**config.mk**
```make
export PLATFORM = sky130hd
export DESIGN_NAME = traffic_phase_arbiter
export DESIGN_NICKNAME = d
export VERILOG_FILES = /design/src/rtl/traffic_phase_arbiter.sv
export SDC_FILE = /design/constraint.sdc
export NUM_CORES = 1
export LEC_CHECK = 0
export CORE_ASPECT_RATIO = 1.75
export CORE_MARGIN = 10
export CORE_UTILIZATION = 50
export CTS_BUF_LIST = sky130_fd_sc_hd__clkbuf_8
export DETAILED_ROUTE_END_ITERATION = 12
export GPL_ROUTABILITY_DRIVEN = 0
export PLACE_DENSITY_LB_ADDON = 0.25
export SYNTH_ARGS = -nofsm -noshare
export SYNTH_HDL_FRONTEND = slang
export SYNTH_SLANG_ARGS = --single-unit
export TNS_END_PERCENT = 1
```
**constraint.sdc**
```tcl
create_clock -name clk -period 3.1 [get_ports clk]
set_input_delay 0.62 -clock clk [delete_from_list [all_inputs] [get_ports clk]]
set_output_delay 0.62 -clock clk [all_outputs]
set_load 0.02 [all_outputs]
```
**src/rtl/traffic_phase_arbiter.sv**
```systemverilog
// -----------------------------------------------------------------------------
// traffic_phase_arbiter
//
// Demand-driven phase controller for a four-approach intersection. Vehicle
// requests are latched per approach and served one at a time in round-robin
// order. Each grant runs green (bounded below by GREEN_MIN), then yellow
// (YELLOW_T), then all-red clearance (ALLRED_T).
//
// Parameters:
//   GREEN_MIN  minimum green cycles            (1..255)
//   GREEN_MAX  upper bound on contested green  (GREEN_MIN..255)
//   YELLOW_T   yellow cycles                   (1..255)
//   ALLRED_T   all-red clearance cycles        (1..255)
//
// Ports:
//   clk          in   rising-edge clock
//   rst          in   asynchronous, active-high reset
//   req[3:0]     in   sensor requests, bit0=N bit1=S bit2=E bit3=W
//   preempt      in   emergency preemption request   (EMERGENCY_PREEMPT_EN only)
//   preempt_dir  in   direction to preempt to        (EMERGENCY_PREEMPT_EN only)
//   n/s/e/w_light out lamp bus {red,yellow,green}
//   phase[1:0]   out  direction currently (or last) served
//   busy         out  high in every state except IDLE
//   count[7:0]   out  cycles spent in the current state, saturating
//   pend[3:0]    out  latched pending requests
//
// Build option: define EMERGENCY_PREEMPT_EN to add emergency preemption.
// -----------------------------------------------------------------------------
module traffic_phase_arbiter #(
    parameter int GREEN_MIN = 4,
    parameter int GREEN_MAX = 10,
    parameter int YELLOW_T  = 2,
    parameter int ALLRED_T  = 1
) (
    input  logic       clk,
    input  logic       rst,
    input  logic [3:0] req,
`ifdef EMERGENCY_PREEMPT_EN
    input  logic       preempt,
    input  logic [1:0] preempt_dir,
`endif
    output logic [2:0] n_light,
    output logic [2:0] s_light,
    output logic [2:0] e_light,
    output logic [2:0] w_light,
    output logic [1:0] phase,
    output logic       busy,
    output logic [7:0] count,
    output logic [3:0] pend
);

    typedef enum logic [1:0] {IDLE, GREEN, YELLOW, ALLRED} state_t;

    localparam logic [2:0] LAMP_RED    = 3'b100;
    localparam logic [2:0] LAMP_YELLOW = 3'b010;
    localparam logic [2:0] LAMP_GREEN  = 3'b001;

    // Contested green ends at GREEN_MIN; clamping against GREEN_MAX only
    // matters for a misconfigured GREEN_MAX < GREEN_MIN.
    localparam int         GREEN_LEN = (GREEN_MIN < GREEN_MAX) ? GREEN_MIN : GREEN_MAX;
    localparam logic [7:0] G_LAST    = 8'(GREEN_LEN - 1);
    localparam logic [7:0] Y_LAST    = 8'(YELLOW_T - 1);
    localparam logic [7:0] A_LAST    = 8'(ALLRED_T - 1);

    state_t           state, next_state;
    logic [1:0]       ptr;          // last granted direction; rotation starts after it
    logic [1:0]       next_phase;
    logic             grant;
    logic [3:0]       green_mask;
    logic [3:0]       pend_nxt;
    logic [3:0][2:0]  lights, lights_nxt;
    logic [7:0]       count_nxt;

    // First set bit of dem scanning from+1, from+2, ... with 'from' itself last.
    // Iterating from the lowest priority upward lets the highest priority win.
    function automatic logic [1:0] pick(input logic [3:0] dem, input logic [1:0] from);
        logic [1:0] w;
        logic [1:0] idx;
        w = from;
        for (int k = 4; k >= 1; k--) begin
            idx = from + 2'(k);
            if (dem[idx]) w = idx;
        end
        return w;
    endfunction

    always_comb begin
        // NOTE: every combinational output gets a default first, so no path
        // through the case statement can leave one unassigned and infer a latch.
        next_state = state;
        next_phase = phase;
        grant      = 1'b0;
        green_mask = (state == GREEN) ? (4'b0001 << phase) : 4'b0000;

        unique case (state)
            IDLE: begin
                if (|(pend | req)) begin
                    next_state = GREEN;
                    next_phase = pick(pend | req, ptr);
                    grant      = 1'b1;
                end
`ifdef EMERGENCY_PREEMPT_EN
                if (preempt) begin
                    next_state = GREEN;
                    next_phase = preempt_dir;
                    grant      = 1'b1;
                end
`endif
            end
            GREEN: begin
`ifdef EMERGENCY_PREEMPT_EN
                if (preempt) begin
                    if (preempt_dir != phase) next_state = YELLOW;
                end else if (count >= G_LAST && |(pend & ~green_mask)) begin
                    next_state = YELLOW;
                end
`else
                if (count >= G_LAST && |(pend & ~green_mask)) next_state = YELLOW;
`endif
            end
            YELLOW: begin
                if (count == Y_LAST) next_state = ALLRED;
            end
            ALLRED: begin
                if (count == A_LAST) begin
                    next_state = IDLE;
                    if (|pend) begin
                        next_state = GREEN;
                        next_phase = pick(pend, ptr);
                        grant      = 1'b1;
                    end
`ifdef EMERGENCY_PREEMPT_EN
                    if (preempt) begin
                        next_state = GREEN;
                        next_phase = preempt_dir;
                        grant      = 1'b1;
                    end
`endif
                end
            end
            default: next_state = IDLE;
        endcase

        // Requests from the green approach are ignored; the grant clear wins
        // over a same-edge set.
        pend_nxt = pend | (req & ~green_mask);
        if (grant) pend_nxt = pend_nxt & ~(4'b0001 << next_phase);

        count_nxt = (next_state != state) ? 8'd0 :
                    (count == 8'hFF)      ? count : count + 8'd1;

        // Lamps are decoded from the next state so they register in step with it.
        lights_nxt = {4{LAMP_RED}};
        if (next_state == GREEN)  lights_nxt[next_phase] = LAMP_GREEN;
        if (next_state == YELLOW) lights_nxt[next_phase] = LAMP_YELLOW;
    end

    // NOTE: sequential state uses non-blocking assignments only, so every
    // register samples the pre-edge values regardless of statement order.
    always_ff @(posedge clk or posedge rst) begin
        if (rst) begin
            state  <= IDLE;
            phase  <= 2'd0;
            ptr    <= 2'd3;
            pend   <= 4'd0;
            count  <= 8'd0;
            busy   <= 1'b0;
            lights <= {4{LAMP_RED}};
        end else begin
            state  <= next_state;
            phase  <= next_phase;
            if (grant) ptr <= next_phase;
            pend   <= pend_nxt;
            count  <= count_nxt;
            busy   <= (next_state != IDLE);
            lights <= lights_nxt;
        end
    end

    assign n_light = lights[0];
    assign s_light = lights[1];
    assign e_light = lights[2];
    assign w_light = lights[3];

endmodule
```
==> results.yml <==
synth:
  netlist.area_leader.share: 0.326
  syn_area_um2: 1920
  yosys.area.top_type: "dfrtp_1"
  ys_top_cells_by_area: "dfrtp_1 33%, dfstp_2 8.2%, a21oi_1 4.7%"
  yosysSeqAreaShare: 0.409
  ys_warn_count: 0
  avgSynthCellArea_um2: 9.31
  synth_nets: 219
  synthCells: 206
  ys_dominant_reg_cell: "dfrtp_1"
  synth-edff-count: 0
  ys_types: 57
  synthArstFlopShare: 1.00
  ys_seq_elements: 31
global_routing:
  grt_use_total: 0.151
  grt_overflow: 0
  grt_start_max_net_pins: 32
  grt_pass1_vias: 1725
  grt_pass1_wl_um: 8130
  antenna_found_initial: 0
sta:
  max_slew.worst_pin.slew_ps: 583
  final.setup.tns_ps: 0
  rsz0062_at_grt: "false"
  final.setup.worst_slack_ps: 428
  fin_worst_skew_ps: 7.05
  final.period_utilization: 0.862
  holdWs_ps: 574
  max_freq_mhz: 374
  post-route-min-period_ps: 2670
  maxSlewHeadroom: 0.610
  final-setup-viol-count: 0
  drv_slew: 0
  hold_viol_final: 0
routing:
  dr.pass1.iters: 4
  route.detailed.drc: 0
  wl_per_cell_um: 17.4
  ant_nets: 0
  vias_per_cell: 6.02
  num_vias: 1716
  detail_route.wirelength_um: 4950
  drtIter0Drc: 134
placed_design:
  numPortBuffers: 32
  place_inst: 277
  dpl.hpwl_um: 3730
  pre_cts_ws_ps: 143
  dpl_cell_area_um2: 2260
clock_tree:
  ctsHoldBuffers: 0
  cts_setup_buffers: 0
  cts-root-buf: "clkbuf_8"
  cts_tree: "built"
  cts_resized: 0
  clk_path_buf_depth: 2
  numClockSinks: 31
  clock_latency_ps: 280
  clk_pin_slew_ps: 60
  numCtsBuffers: 5
  cts_max_level: 2
finish:
  instances_no_fill: 285
  fin_nets: 251
  final_util: 0.650
  diodes: 0
  final_cell_area_um2: 2380
  syn_to_final_growth_pct: 24.3
  final_layout_size_suffix_gt1_frac: 0.142
floorplanning:
  dieHeight_um: 102
  num_rows: 29
  die_w_um: 66.8
  ioPinCount: 33
  core_area_um2: 3660
  die-area_um2: 6810
  start_util: 0.523
power:
  ir_drop_v: 0.000664
  power.total_mw: 2.43
  cellPowerDensity_nw_per_um2: 1020
  p_leak_nw: 0.970
worst_setup_path:
  worstPathRequired_ps: 3270
  end_kind: "flop"
  start_kind: "input port"
  crit_family: "simple AND/OR/NAND/NOR gates"
  crit_path_max_incr_delay_ps: 540
  crit_type: "in -> reg"
  cp_slowest_cell: "or4_1"
  path_buf_inv: 2
  critical_path.max_fanout: 7
  worstPathCellList: "clkdlybuf4s50_1 > or4_1 > mux2i_1 > a221o_1 > nand2_1 > o221a_2 > inv_2 > nor3_1"
  cp.arrival_ps: 2840
job:
  max-cap-violations: 0
worst_hold_path:
  hp-class: "reg -> reg"
outcome:
  outcome: "complete, no violations"
==> final cells by class <==
type | instances | area [um^2]
clock buffer | 6 | 82.6
clock inverter | 2 | 35.0
fill | 318 | 1280
inverter | 10 | 37.5
multi-input combinational | 156 | 1050
sequential | 31 | 783
tap | 46 | 57.6
timing repair buffer | 34 | 335
==> cell families after synthesis <==
family / Yosys count / share of synthesized area
AO/OA/AOI/OAI: 61 / 0.237
XOR/XNOR: 4 / 0.0183
adder cells (fa/ha/maj): 7 / 0.0457
buffers and inverters: 19 / 0.0431
flip-flops: 31 / 0.409
multiplexers: 2 / 0.0104
AND/OR/NAND/NOR: 82 / 0.237
==> path summary, 6_finish.rpt <==
check | endpoint | startpoint | slack (ps) | depth (start not counted)
max | n_light[0] | req[1] | 430 | 8
max in group asynchronous | w_light[2] | rst | 2060 | 3
min | ptr[0] | ptr[0] | 570 | 2
max reg2reg | count[6] | state[0] | 430 | 7
min reg2reg | ptr[0] | ptr[0] | 570 | 2
min in group asynchronous | state[0] | rst | 720 | 3
==> routing by layer <==
metal,up-vias,part of all wire,GRT usage
met3,12,0.049,0.0383
li1,821,-,-
met4,0,0.022,0.0729
met1,831,0.37,0.152
met2,52,0.56,0.273
met5,-,0,0
==> cell usage in the layout, fill, tap and decap left out, drive strengths merged, types with 3 or more instances in the layout <==
| cell | Yosys | layout |
|---|---|---|
| a211oi | 3 | 3 |
| a21oi | 18 | 18 |
| and2 | 3 | 3 |
| clkbuf | 4 | 6 |
| clkdlybuf4s50 | 0 | 32 |
| dfrtp | 25 | 25 |
| dfstp | 6 | 6 |
| ha | 7 | 7 |
| inv | 10 | 10 |
| nand2 | 13 | 13 |
| nand2b | 5 | 5 |
| nand3 | 10 | 10 |
| nand3b | 3 | 3 |
| nor2 | 17 | 17 |
| nor3 | 10 | 10 |
| nor4 | 4 | 4 |
| o21a | 4 | 4 |
| o21ai | 11 | 11 |
| or2 | 5 | 5 |
| xor2 | 3 | 3 |
==> flip-flops by register name, summed over array words and instances (netlist names) <==
name     count
phase        2
e_light      3
count        8
state        2
s_light      3
n_light      3
w_light      3
pend         4
busy         1
ptr          2
==> synth_stat cells (all sizes together) (2+ instances only) <==
| cell type | n |
|---|---|
| dfrtp | 25 |
| a21oi | 18 |
| nor2 | 17 |
| nand2 | 13 |
| o21ai | 11 |
| inv | 10 |
| nand3 | 10 |
| nor3 | 10 |
| ha | 7 |
| dfstp | 6 |
| buf | 5 |
| nand2b | 5 |
| or2 | 5 |
| clkbuf | 4 |
| nor4 | 4 |
| o21a | 4 |
| a211oi | 3 |
| and2 | 3 |
| nand3b | 3 |
| xor2 | 3 |
| a211o | 2 |
| a21o | 2 |
| a221o | 2 |
| a221oi | 2 |
| a311oi | 2 |
| and3 | 2 |
| mux2i | 2 |
| nor3b | 2 |
| o211a | 2 |
| o31ai | 2 |
| o32ai | 2 |
| or4 | 2 |
==> tightest hold or removal path, stage by stage, from the launching register on <==
cell and delay [ps]:
dfstp_2 420, nor2_1 110, nor2_1 40
==> power by group <==
part / switching (mW) / internal [mW]
clock: 0.153 / 0.260
combinational: 0.751 / 0.542
sequential: 0.182 / 0.541
Note: power is estimated with default switching activity, not from simulation.
==> edit 1 (same flow settings) <==
Put a register stage on the outputs `n_light`, `s_light`, `e_light` and `w_light`, cleared by the reset. The values now appear one clock later. The other outputs are not delayed to match.
--- a/src/rtl/traffic_phase_arbiter.sv
+++ b/src/rtl/traffic_phase_arbiter.sv
@@ -179,6 +179,15 @@
 
-    assign n_light = lights[0];
-    assign s_light = lights[1];
-    assign e_light = lights[2];
-    assign w_light = lights[3];
+    always_ff @(posedge clk or posedge rst) begin
+        if (rst) begin
+            n_light <= '0;
+            s_light <= '0;
+            e_light <= '0;
+            w_light <= '0;
+        end else begin
+            n_light <= lights[0];
+            s_light <= lights[1];
+            e_light <= lights[2];
+            w_light <= lights[3];
+        end
+    end
 
Function: changed (Yosys sat finds a counterexample within 4 cycles, from zero or initial values and one cycle with rst high).
==> edit 1 against the unedited design <==
- area after synthesis rose by 18%
- register-to-register slack improved by 0.13 ns
- sequential cell count rose by 12
- count of clock-buffer cells in the layout fell by 1
- cell area rose by 14%
- critical path type unchanged
- die area rose by 14%
- critical endpoint is now lights[2]
- total power rose by 3.6%
- setup slack improved by 0.13 ns
- global-route usage fell by 1.9 points
- wire length rose by 1.8%
==> edit 1: results (changes against the unedited design) <==
- Multiplexer share of the synthesized area: 0.00442 (-0.00602)
- Multi-input combinational area share: 0.401 (-0.0404)
- Fraction of area in non-clock buffers: 0.121 (-0.0198)
- Worst supply voltage drop on vdd: 0.619 mV (-6.7%)
- Placed Area: 2620 um^2 (+16%)
- Number of non-clock inverters in the layout: 15 (+5)
- DR WL met2: 2.66 mm (-3.7%)
- Wire length on met3: 255 um (+6.3%)
- Number of instances on the worst hold path: 0 (-2)
- Layout net count: 267 (+6.4%)
- Part of the Yosys area used for sequential elements: 0.478 (+0.0698)
- Fraction of final layout cells with drive strength greater than 1: 0.129 (-0.0128)
- Layout clock area frac: 0.0342 (-0.0152)
- Critical register-to-register path startpoint: state[1]
- Sequential cell count: 43 (+39%)
- Post-DP HPWL: 3.86 mm (+3.7%)
- Pwr dens: 929 nW/um^2 (-8.9%)
- Cell types occupying the most area after synthesis: sky130_fd_sc_hd__dfrtp_1 41%, sky130_fd_sc_hd__dfstp_2 7.0%, sky130_fd_sc_hd__ha_1 3.9%
- Post-Place Cells: 298 (+7.6%)
- Horizontal die dimension: 70.9 um (+6.1%)
- Pre-CTS setup slack: 0.254 ns (+0.111 ns)
- Number of ordinary and repair buffers in the finished layout: 33 (-2.9%)
- Final routed wire length divided by cell count: 16.5 um (-5.2%)
- Via count: 1777 (+3.6%)
- Filler Cell Count: 363 (+14%)
- Number of vias per cell after detailed routing: 5.81 (-3.6%)
- Met1 capacity usage during global routing: 0.150 (-0.00237)
- Met3 track utilization from global routing: 0.0309 (-0.00740)
- Largest driver fanout on the critical path: 8 (+1)
- Status: finished, final reports clean
- Wire length of the first global-routing pass: 8.59 mm (+5.7%)
- Top Registers: lights: 12 flops, count: 8 flops, pend: 4 flops
- Sequential cell area: 1080 um^2 (+38%)
## edit 1: changes by cell type in the layout (fill, tap and decap cells not counted), sizes merged, moves of 5 or more
cell / unedited run / this run
a21oi: 18 / 12
nor3: 10 / 3
inv: 10 / 15
dfrtp: 25 / 37
o211ai: 0 / 5
nand2b: 5 / 11
nor2: 17 / 23
## edit 1: path summary, 6_finish.rpt
check / end / slack [ns]
worst max-delay path: lights[2] / 0.55
worst max register to register: count[5] / 0.56
min in group asynchronous: e_light[0] / 0.75
worst min register to register: s_light[1] / 0.35
max in group asynchronous: ptr[0] / 1.98
worst min-delay path: s_light[1] / 0.35
## edit 1: power by group
part	switching, mW	internal, mW
logic	0.719	0.537
registers	0.165	0.738
clock network	0.196	0.161
total	1.08	1.44
## edit 1: cells by family after synthesis
family,count (synthesis)
AND/OR/NAND/NOR,88
AO/OA/AOI/OAI,56
flip-flops,43
buffers and inverters,24
adder cells (fa/ha/maj),7
XOR/XNOR,4
multiplexers,1
==> edit 2 (same flow settings) <==
Made on the original files. The option `EMERGENCY_PREEMPT_EN` is turned on by a define.
--- a/src/rtl/traffic_phase_arbiter.sv
+++ b/src/rtl/traffic_phase_arbiter.sv
@@ -28,2 +28,4 @@
 // -----------------------------------------------------------------------------
+`define EMERGENCY_PREEMPT_EN
+
 module traffic_phase_arbiter #(
Ports: changed (added preempt and preempt_dir); port bits go from 33 to 36. The function was not compared with the original's and may differ.
==> edit 2 against the unedited design <==
- clock power fell by 15%
- clock skew shrank 0.0047 ns
- first-iteration DRC count fell by 11%
- sequential cell count is the same
- wire length rose by 6.6%
- register-to-register slack got worse by 0.02 ns
- via count up 7.7%
- die area up 2.8%
- final cell count increased by 6.0%
- cell area grew 4.1%
- setup slack worse by 0.092 ns
- area after synthesis grew 3.8%
- sequential power up 2%
- total power increased by 4.7%
==> edit 2: results (changes against the unedited design) <==
- Arr. time, crit path: 2.93 ns (+0.09 ns)
- Multiplexer share of the synthesized area: 0.00503 (-0.00541)
- Number of different library cells in the post-synthesis netlist: 60 (+5.3%)
- Pre-CTS setup slack: 0.0728 ns (-0.0706 ns)
- Cts repair resizes: 0 (unchanged)
- Clock skew: 0.00235 ns (-0.00470 ns)
- Crit path max-delay cell type: sky130_fd_sc_hd__clkdlybuf4s50_1
- Gr usage total: 0.158 (+0.00720)
- Async set-or-reset flop fraction in the synthesized netlist: 1.00 (unchanged)
- Filler Cell Count: 341 (+7.2%)
- Commonest cells in the netlist: 25 x sky130_fd_sc_hd__dfrtp_1, 24 x sky130_fd_sc_hd__nor2_1, 20 x sky130_fd_sc_hd__a21oi_1
- Leakage power: 1.04 nW (+7.0%)
- Wire length of the first global-routing pass: 8.75 mm (+7.6%)
- Relative max-transition margin: 0.575 (-0.0352)
- Post-CTS setup-driven buffer insertion count: 0 (unchanged)
- Fraction of final layout cells with drive strength greater than 1: 0.126 (-0.0163)
- Top Registers: count: 8 flops, pend: 4 flops
- Cell at the root of the clock tree: sky130_fd_sc_hd__clkbuf_8
- I/O Buffers: 35 (+9.4%)
- Via count: 1848 (+7.7%)
- WHS: 0.580 ns (+0.00609 ns)
- Layout net count: 269 (+7.2%)
- Fraction of synthesized cell area taken by the top area cell type: 0.314 (-0.0119)
- Worst min-delay path category: register to register
- First-iteration detailed-routing DRC count: 119 (-11%)
- Number of buffers inserted during clock tree synthesis: 5 (unchanged)
- Net Count, Synth: 236 (+7.8%)
- Clock slew at the register clock pins of the worst setup and hold paths: 0.06 ns (about the same)
- Worst supply voltage drop on vdd: 0.735 mV (+11%)
- Vias in the first global route: 1887 (+9.4%)
- Iteration count of the initial detailed-routing pass: 4 (unchanged)
- Internal: 1.34 mW (-0.20%)
- Status: finished, final reports clean
- R2r setup slk: 0.41 ns (-0.02 ns)
- Delay of the slowest critical-path stage: 0.48 ns (-0.06 ns)
- Final min period: 2.76 ns (+0.0922 ns)
- Pin count of the biggest net entering global routing: 32 (unchanged)
- Fraction of the mapped netlist area in compound gates: 0.231 (-0.00613)
- Antenna violations before repair: 0 (unchanged)
- Final routed wire length divided by cell count: 17.5 um (+0.57%)
- Insertion delay of the later-clocked pin in the worst-skew pair: 0.28 ns (about the same)
- Number of diodes added for antenna fixing: 0 (unchanged)
- Yosys warning count: 0 (unchanged)
- Post-DP HPWL: 3.97 mm (+6.6%)
- Post-synthesis xor/xnor area fraction: 0.0302 (+0.0119)
- Largest driver fanout on the critical path: 8 (+1)
- Part of the Yosys area used for sequential elements: 0.394 (-0.0149)
- Worst-case clock buffer depth: 2 (unchanged)
- Arithmetic-cell share of the synthesized area counting full adders, half adders and majority gates: 0.0440 (-0.00167)
- H-Tree Level Count: 2 (unchanged)
- Cell types occupying the most area after synthesis: sky130_fd_sc_hd__dfrtp_1 31%, sky130_fd_sc_hd__dfstp_2 7.9%, sky130_fd_sc_hd__a21oi_1 5.0%
[edit 2: cell count changes after synthesis, moves of 3 or more]
cell | unedited run | this run
sky130_fd_sc_hd__nand3b_1 | 3 | 0
sky130_fd_sc_hd__a31oi_1 | 0 | 4
sky130_fd_sc_hd__nand3_1 | 10 | 15
sky130_fd_sc_hd__clkbuf_1 | 4 | 11
sky130_fd_sc_hd__nor3_1 | 10 | 4
sky130_fd_sc_hd__inv_1 | 8 | 12
sky130_fd_sc_hd__o21ai_0 | 11 | 6
sky130_fd_sc_hd__or2_2 | 5 | 1
sky130_fd_sc_hd__nor2_1 | 17 | 24
[edit 2: power groups by stage]
stage                     combinational (mW)  sequential, mW  clock [mW]
after floorplan                         1.00           0.736           0
after global placement                  1.41           0.735           0
after detailed placement                1.44           0.738           0
after CTS                               1.46           0.732       0.357
after global routing                    1.61           0.755       0.374
final                                   1.46           0.736       0.350
[edit 2: routing by layer]
layer / vias up / GRT usage / wire [um]
met1: 894 / 0.158 / 1950
li1: 869 / - / -
met2: 62 / 0.283 / 2810
met5: - / 0 / 0
met4: 0 / 0.0984 / 255
met3: 23 / 0.0334 / 258
[edit 2: worst max-delay path, delay by kind of cell]
| family | cells | cell delay [ns] |
|---|---|---|
| AO/OA/AOI/OAI | 4 | 1.15 |
| buffers and inverters | 2 | 0.60 |
| AND/OR/NAND/NOR | 3 | 0.54 |
[edit 2: cell families after synthesis]
logic type      count (synthesis)
simple gates                   89
compound gates                 61
flops                          31
buf+inv                        25
fa+ha+maj                       7
xor+xnor                        6
mux                             1
[edit 2: final cells by class]
cell class | count | area (um^2) | share of cell area
well taps | 48 | 60.1 | 0.0242
flip-flops and latches | 31 | 783 | 0.316
repair buffers | 38 | 373 | 0.150
inverters | 13 | 48.8 | 0.0197
multi-input cells | 164 | 1110 | 0.448
clock buffers | 7 | 96.3 | 0.0388
clock inverters | 1 | 7.51 | 0.00303
[edit 2: stage by stage]
stage                     total power, mW   util  cells  instance area, um^2
after floorplan                      1.74      -    220                 1990
after global placement               2.15  0.615    294                 2380
after detailed placement             2.18  0.615    294                 2380
after CTS                            2.55  0.641    302                 2480
after global routing                 2.73  0.641    302                 2480
final                                2.54  0.641    302                 2480
[edit 2: final timing paths]
| check | cells after the start | startpoint | endpoint |
|---|---|---|---|
| max in group asynchronous | 3 | rst | ptr[1] |
| hold / removal | 2 | ptr[0] | ptr[0] |
| setup / recovery | 9 | req[1] | e_light[1] |
| setup reg to reg | 9 | state[1] | count[6] |
| hold reg to reg | 2 | ptr[0] | ptr[0] |
| min in group asynchronous | 3 | rst | state[1] |
